$ cat src/rtl/mc_control_pkg.sv
// Shared definitions for the multi-cycle MIPS sequencer: state and class encodings,
// opcode/funct constants, rf write-data selects and the strobe bundle.
package mc_control_pkg;

  typedef enum logic [2:0] {
    ST_IDLE   = 3'd0,
    ST_FETCH  = 3'd1,
    ST_DECODE = 3'd2,
    ST_EXEC   = 3'd3,
    ST_MEM    = 3'd4,
    ST_WB     = 3'd5,
    ST_TRAP   = 3'd7
  } mc_state_e;

  typedef enum logic [2:0] {
    CL_ALU, CL_LW, CL_SW, CL_BEQ, CL_J, CL_JAL, CL_JR, CL_ILLEGAL
  } mc_class_e;

  localparam logic [5:0] OP_RTYPE = 6'b000000;
  localparam logic [5:0] OP_ORI   = 6'b001101;
  localparam logic [5:0] OP_LUI   = 6'b001111;
  localparam logic [5:0] OP_LW    = 6'b100011;
  localparam logic [5:0] OP_SW    = 6'b101011;
  localparam logic [5:0] OP_BEQ   = 6'b000100;
  localparam logic [5:0] OP_J     = 6'b000010;
  localparam logic [5:0] OP_JAL   = 6'b000011;

  localparam logic [5:0] FN_ADDU  = 6'b100001;
  localparam logic [5:0] FN_SUBU  = 6'b100011;
  localparam logic [5:0] FN_SLL   = 6'b000000;
  localparam logic [5:0] FN_JR    = 6'b001000;

  localparam logic [1:0] WD_ALU = 2'd0;
  localparam logic [1:0] WD_DM  = 2'd1;
  localparam logic [1:0] WD_PC4 = 2'd2;

  typedef struct packed {
    logic       im_req;
    logic       ir_enable;
    logic       dm_req;
    logic       dm_write_enable;
    logic       rf_write_enable;
    logic [1:0] rf_wd_sel;
    logic       pc_enable;
  } mc_strobe_t;

endpackage

$ cat src/rtl/mc_control_decode.sv
// Combinational instruction classifier: opcode/funct -> instruction class.
module mc_decode
  import mc_control_pkg::*;
(
  input  logic [31:0] instr,
  output mc_class_e   cls
);

  logic [5:0] op, fn;
  logic       unused_instr_bits;

  assign op = instr[31:26];
  assign fn = instr[5:0];
  assign unused_instr_bits = ^instr[25:6];

  always_comb begin
    cls = CL_ILLEGAL;
    case (op)
      OP_RTYPE: begin
        case (fn)
          FN_ADDU, FN_SUBU, FN_SLL: cls = CL_ALU;
          FN_JR:                    cls = CL_JR;
          default:                  cls = CL_ILLEGAL;
        endcase
      end
      OP_ORI, OP_LUI: cls = CL_ALU;
      OP_LW:          cls = CL_LW;
      OP_SW:          cls = CL_SW;
      OP_BEQ:         cls = CL_BEQ;
      OP_J:           cls = CL_J;
      OP_JAL:         cls = CL_JAL;
      default:        cls = CL_ILLEGAL;
    endcase
  end

endmodule

$ cat src/rtl/mc_control.sv
// Multi-cycle sequencer: steps each instruction through FETCH/DECODE/EXEC/MEM/WB,
// handshakes with wait-stated memories, counts retirements and traps on errors.
module mc_control
  import mc_control_pkg::*;
#(
  parameter int MEM_TIMEOUT = 16,
  parameter int COUNT_W     = 32
) (
  input  logic               clk,
  input  logic               rst,
  input  logic [31:0]        instr,
  output logic               im_req,
  input  logic               im_ack,
  output logic               ir_enable,
  output logic               dm_req,
  output logic               dm_write_enable,
  input  logic               dm_ack,
  output logic               rf_write_enable,
  output logic [1:0]         cm_rf_write_data,
  output logic               pc_enable,
  output logic [COUNT_W-1:0] retire_count,
  output logic               trap,
  output logic [2:0]         state
);

  localparam int WAIT_W = (MEM_TIMEOUT > 0) ? $clog2(MEM_TIMEOUT + 1) : 1;

  mc_state_e         st;
  mc_class_e         cls;
  mc_strobe_t        stb;
  logic [WAIT_W-1:0] wait_cnt;
  logic              wait_expired;

  mc_decode u_decode (.instr(instr), .cls(cls));

  // wait_cnt holds the unacked cycles already spent, so an unacked cycle at
  // MEM_TIMEOUT-1 is the MEM_TIMEOUT-th one without a response.
  if (MEM_TIMEOUT > 0) begin : g_timeout
    assign wait_expired = (wait_cnt == WAIT_W'(MEM_TIMEOUT - 1));
  end else begin : g_no_timeout
    assign wait_expired = 1'b0;
  end

  // Strobes decode from the registered state so an async reset drops them at once.
  always_comb begin
    stb = '0;
    case (st)
      ST_FETCH: begin
        stb.im_req    = 1'b1;
        stb.ir_enable = im_ack;
      end
      ST_EXEC: stb.pc_enable = (cls == CL_BEQ) || (cls == CL_J) || (cls == CL_JR);
      ST_MEM: begin
        stb.dm_req          = 1'b1;
        stb.dm_write_enable = (cls == CL_SW);
        stb.pc_enable       = dm_ack && (cls == CL_SW);
      end
      ST_WB: begin
        stb.rf_write_enable = 1'b1;
        stb.pc_enable       = 1'b1;
        stb.rf_wd_sel       = (cls == CL_LW)  ? WD_DM  :
                              (cls == CL_JAL) ? WD_PC4 : WD_ALU;
      end
      default: ;
    endcase
  end

  always_ff @(posedge clk or negedge rst) begin
    if (!rst) begin
      st           <= ST_IDLE;
      wait_cnt     <= '0;
      retire_count <= '0;
    end else begin
      if (stb.pc_enable) retire_count <= retire_count + COUNT_W'(1);
      case (st)
        ST_IDLE: begin
          st       <= ST_FETCH;
          wait_cnt <= '0;
        end
        ST_FETCH: begin
          if (im_ack) begin
            st       <= ST_DECODE;
            wait_cnt <= '0;
          end else if (wait_expired) st <= ST_TRAP;
          else wait_cnt <= wait_cnt + WAIT_W'(1);
        end
        ST_DECODE: begin
          st       <= (cls == CL_ILLEGAL) ? ST_TRAP : ST_EXEC;
          wait_cnt <= '0;
        end
        ST_EXEC: begin
          wait_cnt <= '0;
          case (cls)
            CL_LW, CL_SW:         st <= ST_MEM;
            CL_ALU, CL_JAL:       st <= ST_WB;
            CL_BEQ, CL_J, CL_JR:  st <= ST_FETCH;
            default:              st <= ST_TRAP;
          endcase
        end
        ST_MEM: begin
          if (dm_ack) begin
            wait_cnt <= '0;
            st       <= (cls == CL_LW) ? ST_WB : (cls == CL_SW) ? ST_FETCH : ST_TRAP;
          end else if (wait_expired) st <= ST_TRAP;
          else wait_cnt <= wait_cnt + WAIT_W'(1);
        end
        ST_WB: begin
          st       <= ST_FETCH;
          wait_cnt <= '0;
        end
        default: st <= ST_TRAP;
      endcase
    end
  end

  assign im_req           = stb.im_req;
  assign ir_enable        = stb.ir_enable;
  assign dm_req           = stb.dm_req;
  assign dm_write_enable  = stb.dm_write_enable;
  assign rf_write_enable  = stb.rf_write_enable;
  assign cm_rf_write_data = stb.rf_wd_sel;
  assign pc_enable        = stb.pc_enable;
  assign trap             = (st == ST_TRAP);
  assign state            = st;

endmodule

$ cat config.mk
export PLATFORM = sky130hd
export DESIGN_NAME = mc_control
export DESIGN_NICKNAME = d
export VERILOG_FILES = /design/src/rtl/mc_control_pkg.sv /design/src/rtl/mc_control_decode.sv /design/src/rtl/mc_control.sv
export SDC_FILE = /design/constraint.sdc
export NUM_CORES = 1
export LEC_CHECK = 0
export BUFFER_PORTS_ARGS = -buffer_cell sky130_fd_sc_hd__buf_4
export CAP_MARGIN = 20
export CORE_ASPECT_RATIO = 1.25
export CORE_MARGIN = 8
export CORE_UTILIZATION = 40
export CTS_CLUSTER_DIAMETER = 40
export CTS_CLUSTER_SIZE = 20
export DETAILED_ROUTE_END_ITERATION = 7
export GPL_ROUTABILITY_DRIVEN = 0
export GPL_TIMING_DRIVEN = 0
export PLACE_DENSITY = 0.66
export SYNTH_ARGS = -nofsm -noshare
export SYNTH_HDL_FRONTEND = slang
export SYNTH_SLANG_ARGS = --single-unit
$ cat constraint.sdc
create_clock -name clk -period 4.74 [get_ports clk]
set_input_delay 0.474 -clock clk [delete_from_list [all_inputs] [get_ports clk]]
set_output_delay 0.474 -clock clk [all_outputs]
set_load 0.05 [all_outputs]
==> metrics.md, run 1 <==
| Metric | Value |
|---|---|
| Final Cycle Share | `54.8%` |
| Synth-to-Final Area Change | `26.6%` |
| DP Area | `0.00286 mm²` |
| Req. time, crit path | `4.27 ns` |
| CTS sink cnt | `40` |
| Sw Ratio | `33.5%` |
| Synth Instances | `253` |
| CTS tree | `done` |
| Worst path arrival time | `2.12 ns` |
| Setup Buffers After CTS | `0` |
| Clock power share | `31.8%` |
| Via-to-Cell Ratio | `5.48` |
| Die area | `0.00861 mm²` |
| Synthesized area per cell | `9.30 µm²` |
| Internal power | `0.598 mW` |
| Root Buffer | `clkbuf_8` |
| H-tree depth | `2` |
| Clock Path Buffers | `2` |
| Buf+Inv Stages, Crit Path | `4` |
| Num CTS Buffers | `5` |
| Seq cells post-synth | `40` |
| Sw Pwr | `0.302 mW` |
| Slew Viols, Final | `0` |
| Critical Path Source Type | `input pin` |
| Width of the die | `84.6 µm` |
| Final setup fails | `0` |
| Layout Skew | `0.00922 ns` |
| Row count | `31` |
| Sequential Power Share | `46.0%` |
| Fillers | `571` |
| Die height | `102 µm` |
| Multi-input logic area | `0.00126 mm²` |
| Highest-delay cell along the critical path | `nor4_1` |
| Largest net degree at the start of global routing | `41` |
| Remaining DRCs | `0` |
| Synthesized Nets | `291` |
| Final Hold Vio Count | `0` |
| Final hold slack | `0.143 ns` |
| Max-cap violations | `0` |
| CP cell instances | `buf_4, buf_6, nor4_1, o211a_1, a31oi_1, and2_4, inv_1, buf_4` |
| Initial antenna violation count | `0` |
| Ys Warns | `0` |
| Post-route setup TNS | `0 ns` |
| Mapped cell area | `0.00235 mm²` |
| Core box area | `0.00574 mm²` |
| Sequential cell area | `0.00100 mm²` |
| First-pass GRT wire length | `9.99 mm` |
| Post-layout min period | `2.60 ns` |
| Initial Utilization | `41.0%` |
| Worst-skew pair later-pin latency | `0.30 ns` |
| Design area | `0.00298 mm²` |
| I/O pins | `80` |
| Gr usage total | `14.1%` |
| Drt pass-1 iters | `4` |
| Drt total wl | `5.86 mm` |
| Worst Path Max Fanout | `10` |
| Seq/Total Area, Yosys | `42.5%` |
| Post-synth EDFFs | `0` |
| Synth async-reset ratio | `100%` |
| Share of layout cells above drive strength 1 | `26.7%` |
| Cts hold-fix bufs | `0` |
| Detailed Place HPWL | `4.40 mm` |
| CP most frequent cell | `buf_4` |
| WS Path Type | `input pin to output port` |
| Max Clock Freq | `385 MHz` |
| Antenna-violating nets left | `0` |
| Antenna diodes | `0` |
| Post-cts resize count | `0` |
| Nets | `355` |
| Worst-path clk slew | `0.08 ns` |
| Ys flop type | `dfrtp_1` |
| Combinational share of power | `22.2%` |
| Synth unique cells | `48` |
| Power density cells | `302 mW/mm²` |
| CP max stage delay | `0.47 ns` |
| Rel. slew slack | `57.8%` |
| 1st-iter DRT viols | `110` |
| Status | `completed` |
| HP Class | `input pin to asynchronous set/reset pin` |
| DR vias | `2106` |
| Vias in the first global route | `2199` |
| Cell family with most CP delay | `buffers and inverters` |
| Crit. End Element | `output port` |
| GRT overflow | `0` |
| Worst-case vdd ir drop | `0.000163 V` |
| Measured slew at the worst slew-check pin | `0.631 ns` |
| Post-DR wirelength/cell | `15.3 µm` |
| RSZ-0062 raised after global routing | `no` |
| IO buf count | `57` |
| Lkg Pwr | `1.49 nW` |
==> cells in the final DEF (no fill, tap or decap), types with 7 or more instances in the layout <==
master | netlist | routed
buf_4 | 2 | 59
dfrtp_1 | 40 | 40
nand2_1 | 28 | 28
xor2_1 | 28 | 28
nor2_1 | 21 | 21
nand3_1 | 15 | 15
nor3_1 | 12 | 12
and3_1 | 9 | 9
a21oi_1 | 8 | 8
o21ai_0 | 8 | 8
nand4_1 | 7 | 7
==> sequential cells by signal, summed over array words and instances, names as in the netlist <==
name          count
retire_count     32
state             3
wait_cnt          5
==> power by group through the flow <==
stage	Sequential (mW)	Combinational [mW]	Clock, mW
after floorplan	0.493	0.0509	0
after global placement	0.419	0.200	0
after detailed placement	0.421	0.202	0
after CTS	0.414	0.202	0.291
after global routing	0.421	0.218	0.302
final	0.414	0.200	0.286
==> layer usage <==
metal / GRT usage (%) / share of wire [%] / up-vias
li1: - / - / 1023
met3: 3.57 / 5.8 / 9
met1: 15.3 / 42 / 1013
met5: 0 / 0 / -
met2: 25.6 / 50 / 61
met4: 5.49 / 1.8 / 0
==> worst register-to-register path, cell delays in order, from the launching register on <==
cell	delay, ns
dfrtp_1	0.34
clkbuf_1	0.29
inv_1	0.15
nand2_1	0.11
nor2_1	0.07
a31oi_1	0.15
and2_4	0.16
buf_6	0.13
buf_2	0.26
nor2_1	0.09
xor2_1	0.17
==> kinds of logic after synthesis <==
logic type | after synthesis | synth area share, %
muxes | 1 | 0.425
xor gates and xnor gates | 31 | 11.5
DFF | 40 | 42.5
adders and majority gates | 2 | 1.06
AOI/OAI and AO/OA | 31 | 9.09
buffers and inverters | 16 | 3.88
and+or+nand+nor | 132 | 31.5
==> Yosys cell counts (3+ instances only) <==
| master | number | share of area [%] |
|---|---|---|
| dfrtp_1 | 40 | 43 |
| nand2_1 | 28 | 4.5 |
| xor2_1 | 28 | 10 |
| nor2_1 | 21 | 3.3 |
| nand3_1 | 15 | 3.2 |
| nor3_1 | 12 | 2.6 |
| and3_1 | 9 | 2.4 |
| a21oi_1 | 8 | 1.7 |
| o21ai_0 | 8 | 1.7 |
| nand4_1 | 7 | 1.9 |
| and2_1 | 6 | 1.6 |
| inv_1 | 6 | 0.96 |
| nor3_2 | 6 | 2.6 |
| nor4_1 | 6 | 1.6 |
| nor3b_1 | 5 | 1.6 |
| clkbuf_1 | 4 | 0.64 |
| and3b_1 | 3 | 1.1 |
| buf_6 | 3 | 1.4 |
| xnor2_1 | 3 | 1.1 |
==> per-stage QoR <==
stage,power [mW],std cells,setup WS (ns),utilization (%)
after floorplan,0.544,253,1.96,-
after global placement,0.619,376,2.20,49.9
after detailed placement,0.623,376,2.15,49.9
after CTS,0.908,384,2.16,51.9
after global routing,0.942,384,2.01,51.9
final,0.900,384,2.14,51.9
==> final cells by class <==
cell class	count	area share [%]
Multi-Input combinational cell	197	42.3
Timing Repair Buffer	57	14.4
Sequential cell	40	33.6
Clock buffer	5	2.31
Clock inverter	3	1.55
Tap cell	66	2.77
Buffer	10	2.31
Inverter	6	0.756
==> worst paths after layout <==
check	start	endpoint	slack (ns)	cells after the start
hold / removal	rst	wait_cnt[1]	0.14	1
max in group asynchronous	rst	retire_count[0]	4.24	1
setup / recovery	instr[29]	pc_enable	2.14	8
setup reg to reg	state[1]	retire_count[6]	2.69	10
hold reg to reg	retire_count[11]	retire_count[11]	0.49	1
min in group clk	retire_count[11]	retire_count[11]	0.49	1
(Power assumes the default switching activity.)
==> inputs of run 2 (changes only) <==
--- a/config.mk
+++ b/config.mk
@@ -5,6 +5,7 @@
 export SDC_FILE = /design/constraint.sdc
 export NUM_CORES = 1
 export LEC_CHECK = 0
+export ABC_AREA = 1
 export BUFFER_PORTS_ARGS = -buffer_cell sky130_fd_sc_hd__buf_4
 export CAP_MARGIN = 20
 export CORE_ASPECT_RATIO = 1.25
@@ -15,7 +16,7 @@
 export DETAILED_ROUTE_END_ITERATION = 7
 export GPL_ROUTABILITY_DRIVEN = 0
 export GPL_TIMING_DRIVEN = 0
-export PLACE_DENSITY = 0.66
+export PLACE_DENSITY = 0.67
 export SYNTH_ARGS = -nofsm -noshare
 export SYNTH_HDL_FRONTEND = slang
 export SYNTH_SLANG_ARGS = --single-unit
==> constraint.sdc (replaced) <==
create_clock -name clk -period 2.1 [get_ports clk]
set_input_delay 0.21 -clock clk [delete_from_list [all_inputs] [get_ports clk]]
set_output_delay 0.21 -clock clk [all_outputs]
set_load 0.05 [all_outputs]
==> run 2 against run 1 <==
Sequential cell count unchanged; critical path depth rose by 1; synthesized area up 19%; first-iteration DRC count rose by 13%; routed wire length is 31% higher; largest power group unchanged; clock skew shrank 0.0060 ns; synthesized cell count up 60%; final area rose by 20%.
==> metrics.md, run 2 <==
| Metric | Value |
|---|---|
| CP cell instances | `nor2_2, inv_2, nor2_4, inv_2, nor2_4, a21oi_4, nand2_4, buf_12, buf_6` |
| Die area | `0.00995 mm²` |
| Seq cells post-synth | `40` |
| Most frequent cells after synthesis | `nand2_1, nand3_1, nor2_1` |
| Vias in the first global route | `2937` |
| Worst path arrival time | `1.76 ns` |
| Yosys top cell by area | `dfrtp_1` |
| Ys flop type | `dfrtp_1` |
| Worst-path clk slew | `0.08 ns` |
| Clock Path Buffers | `2` |
| Most common cell after layout, fill and taps aside | `nand2_1` |
| Share of layout cells above drive strength 1 | `23.3%` |
| Width of the die | `90.8 µm` |
| Met3 Use GR | `4.44%` |
| Ys Warns | `0` |
| Nets | `514` |
| Lkg Pwr | `1.82 nW` |
| Remaining DRCs | `0` |
| Root Buffer | `clkbuf_8` |
| CP max stage delay | `0.45 ns` |
| Worst-skew pair later-pin latency | `0.30 ns` |
| IO buf count | `59` |
| Met1 GRT Util | `16.7%` |
| Max-cap violations | `0` |
| Final hold slack | `0.241 ns` |
| Worst Path Max Fanout | `10` |
| Worst-case vdd ir drop | `0.000212 V` |
| Count leader, synth | `nand2_1` |
| Num CTS Buffers | `5` |
| Status | `completed` |
| Ranking of synthesized cells by area | `dfrtp_1, nand2_1, nand3_1` |
| 1st-iter DRT viols | `124` |
| DR vias | `2880` |
| Max Clock Freq | `509 MHz` |
| Synth async-reset ratio | `100%` |
| Core Util, Final | `52.0%` |
| Total Power | `1.48 mW` |
| Via-to-Cell Ratio | `5.08` |
| Max FFs per register | `32` |
| Synth-to-Final Area Change | `27.9%` |
| Synth unique cells | `27` |
| Biggest register | `retire_count` |
| Clock power share | `42.5%` |
| Synth Instances | `406` |
| Layout Skew | `0.00320 ns` |
| Measured slew at the worst slew-check pin | `0.513 ns` |
| Synthesized area per cell | `6.90 µm²` |
| Final WS setup | `0.134 ns` |
| CTS tree | `done` |
| Commonest non-fill, non-tap cells in the layout | `nand2_1, buf_4, nand3_1` |
| H-tree depth | `2` |
| Mapped cell area | `0.00280 mm²` |
| Post-DR wirelength/cell | `13.5 µm` |
| Initial Utilization | `40.6%` |
| Yosys top cell area share | `35.7%` |
| Core box area | `0.00689 mm²` |
| Slew Viols, Final | `0` |
| Synthesized Nets | `444` |
| Drt total wl | `7.66 mm` |
| Gr usage total | `16.0%` |
| WS Path Type | `register to output port` |
| Setup WS pre-CTS | `0.0534 ns` |
| I/O pins | `80` |
| Final Cycle Share | `93.6%` |
| Fillers | `696` |
| Req. time, crit path | `1.89 ns` |
| GRT busiest layer | `met2` |
| Detailed Place HPWL | `6.09 mm` |
| Crit. End Element | `output port` |
| Critical Path Source Type | `register` |
| Rel. slew slack | `65.8%` |
| Largest net degree at the start of global routing | `41` |
| Power density cells | `414 mW/mm²` |
| RSZ-0062 raised after global routing | `no` |
| Sequential Power Share | `52.2%` |
| Sw Ratio | `22.0%` |
| GRT overflow | `0` |
| First-pass GRT wire length | `13.2 mm` |
| Antenna-violating nets left | `0` |
| Combinational share of power | `5.3%` |
| Antenna diodes | `0` |
| HP Class | `input pin to register` |
| Initial antenna violation count | `0` |
| Seq/Total Area, Yosys | `35.7%` |
| Die height | `110 µm` |
| Sw Pwr | `0.326 mW` |
| Highest-delay cell along the critical path | `dfrtp_2` |
| Internal power | `1.16 mW` |
| Final setup fails | `0` |
| Met2 usage | `29.2%` |
| CTS sink cnt | `40` |
| Post-synth EDFFs | `0` |
| Drt pass-1 iters | `4` |
| Post-layout min period | `1.97 ns` |
| Final Hold Vio Count | `0` |
| Row count | `34` |
==> run 2: cell types whose count changed in the layout (fill, tap and decap cells not counted), moves of 9 or more <==
cell / before / now
and3_1: 9 / 0
nor2_1: 21 / 42
nand3_1: 15 / 53
nand2_1: 28 / 127
inv_1: 6 / 32
==> run 2: layout make-up <==
| type | count | area, µm² | area share [%] |
|---|---|---|---|
| clock inverter | 2 | 35.0 | 0.978 |
| tap | 90 | 113 | 3.14 |
| buffer | 10 | 78.8 | 2.20 |
| clock buffer | 6 | 72.6 | 2.03 |
| timing repair buffer | 63 | 479 | 13.4 |
| sequential | 40 | 1010 | 28.2 |
| multi-input combinational | 320 | 1660 | 46.3 |
| inverter | 36 | 135 | 3.77 |
==> run 2: worst paths after layout <==
path / start / to / slack [ns] / depth (start not counted)
hold reg to reg: wait_cnt[4] / wait_cnt[4] / 0.52 / 2
setup reg to reg: retire_count[0] / retire_count[26] / 0.23 / 11
min in group asynchronous: rst / retire_count[20] / 0.43 / 2
max in group asynchronous: rst / retire_count[0] / 1.29 / 2
hold / removal: dm_ack / state[1] / 0.24 / 3
setup / recovery: state[1] / pc_enable / 0.13 / 9
==> run 2: what timing repair did <==
item                                   4_1_cts  5_1_grt
setup endpoints to repair                    0        5
hold buffers                                 1        0
buffers inserted                             0        3
gates resized for setup                      0       10
endpoints found under the hold margin       40        0
==> run 2: logic make-up after synthesis <==
logic type	Yosys count	synth area share, %
flops	40	35.7
xor+xnor	32	10.0
compound gates	14	3.22
simple gates	272	43.4
fa+ha+maj	2	0.894
buf+inv	46	6.75
==> run 2: power groups by stage <==
stage | logic, mW | registers [mW] | clock network, mW
floorplan | 0.0297 | 0.788 | 0
global placement | 0.0762 | 0.788 | 0
detailed placement | 0.0785 | 0.789 | 0
CTS | 0.0799 | 0.773 | 0.650
global route | 0.0898 | 0.774 | 0.678
finish | 0.0782 | 0.773 | 0.630
==> run 2: layer usage <==
layer | vias to the layer above | share of wire, % | routed length, µm
li1 | 1466 | - | -
met1 | 1320 | 40 | 3070
met2 | 71 | 50 | 3820
met3 | 23 | 6.5 | 496
met4 | 0 | 3.6 | 272
met5 | - | 0 | 0
==> run 2: stage by stage <==
step	cell area, µm²	cells	TNS, ns
after floorplan	2870	406	-0.0230
after global placement	3420	555	0
after detailed placement	3420	555	0
after CTS	3540	564	0
after global routing	3580	567	0
final	3580	567	0
==> run 2: critical path, delay by kind of cell (launching register included) <==
| kind | cells | cell delay, ns |
|---|---|---|
| AO/OA/AOI/OAI | 1 | 0.10 |
| buffers and inverters | 4 | 0.41 |
| flip-flops | 1 | 0.45 |
| AND/OR/NAND/NOR | 4 | 0.49 |
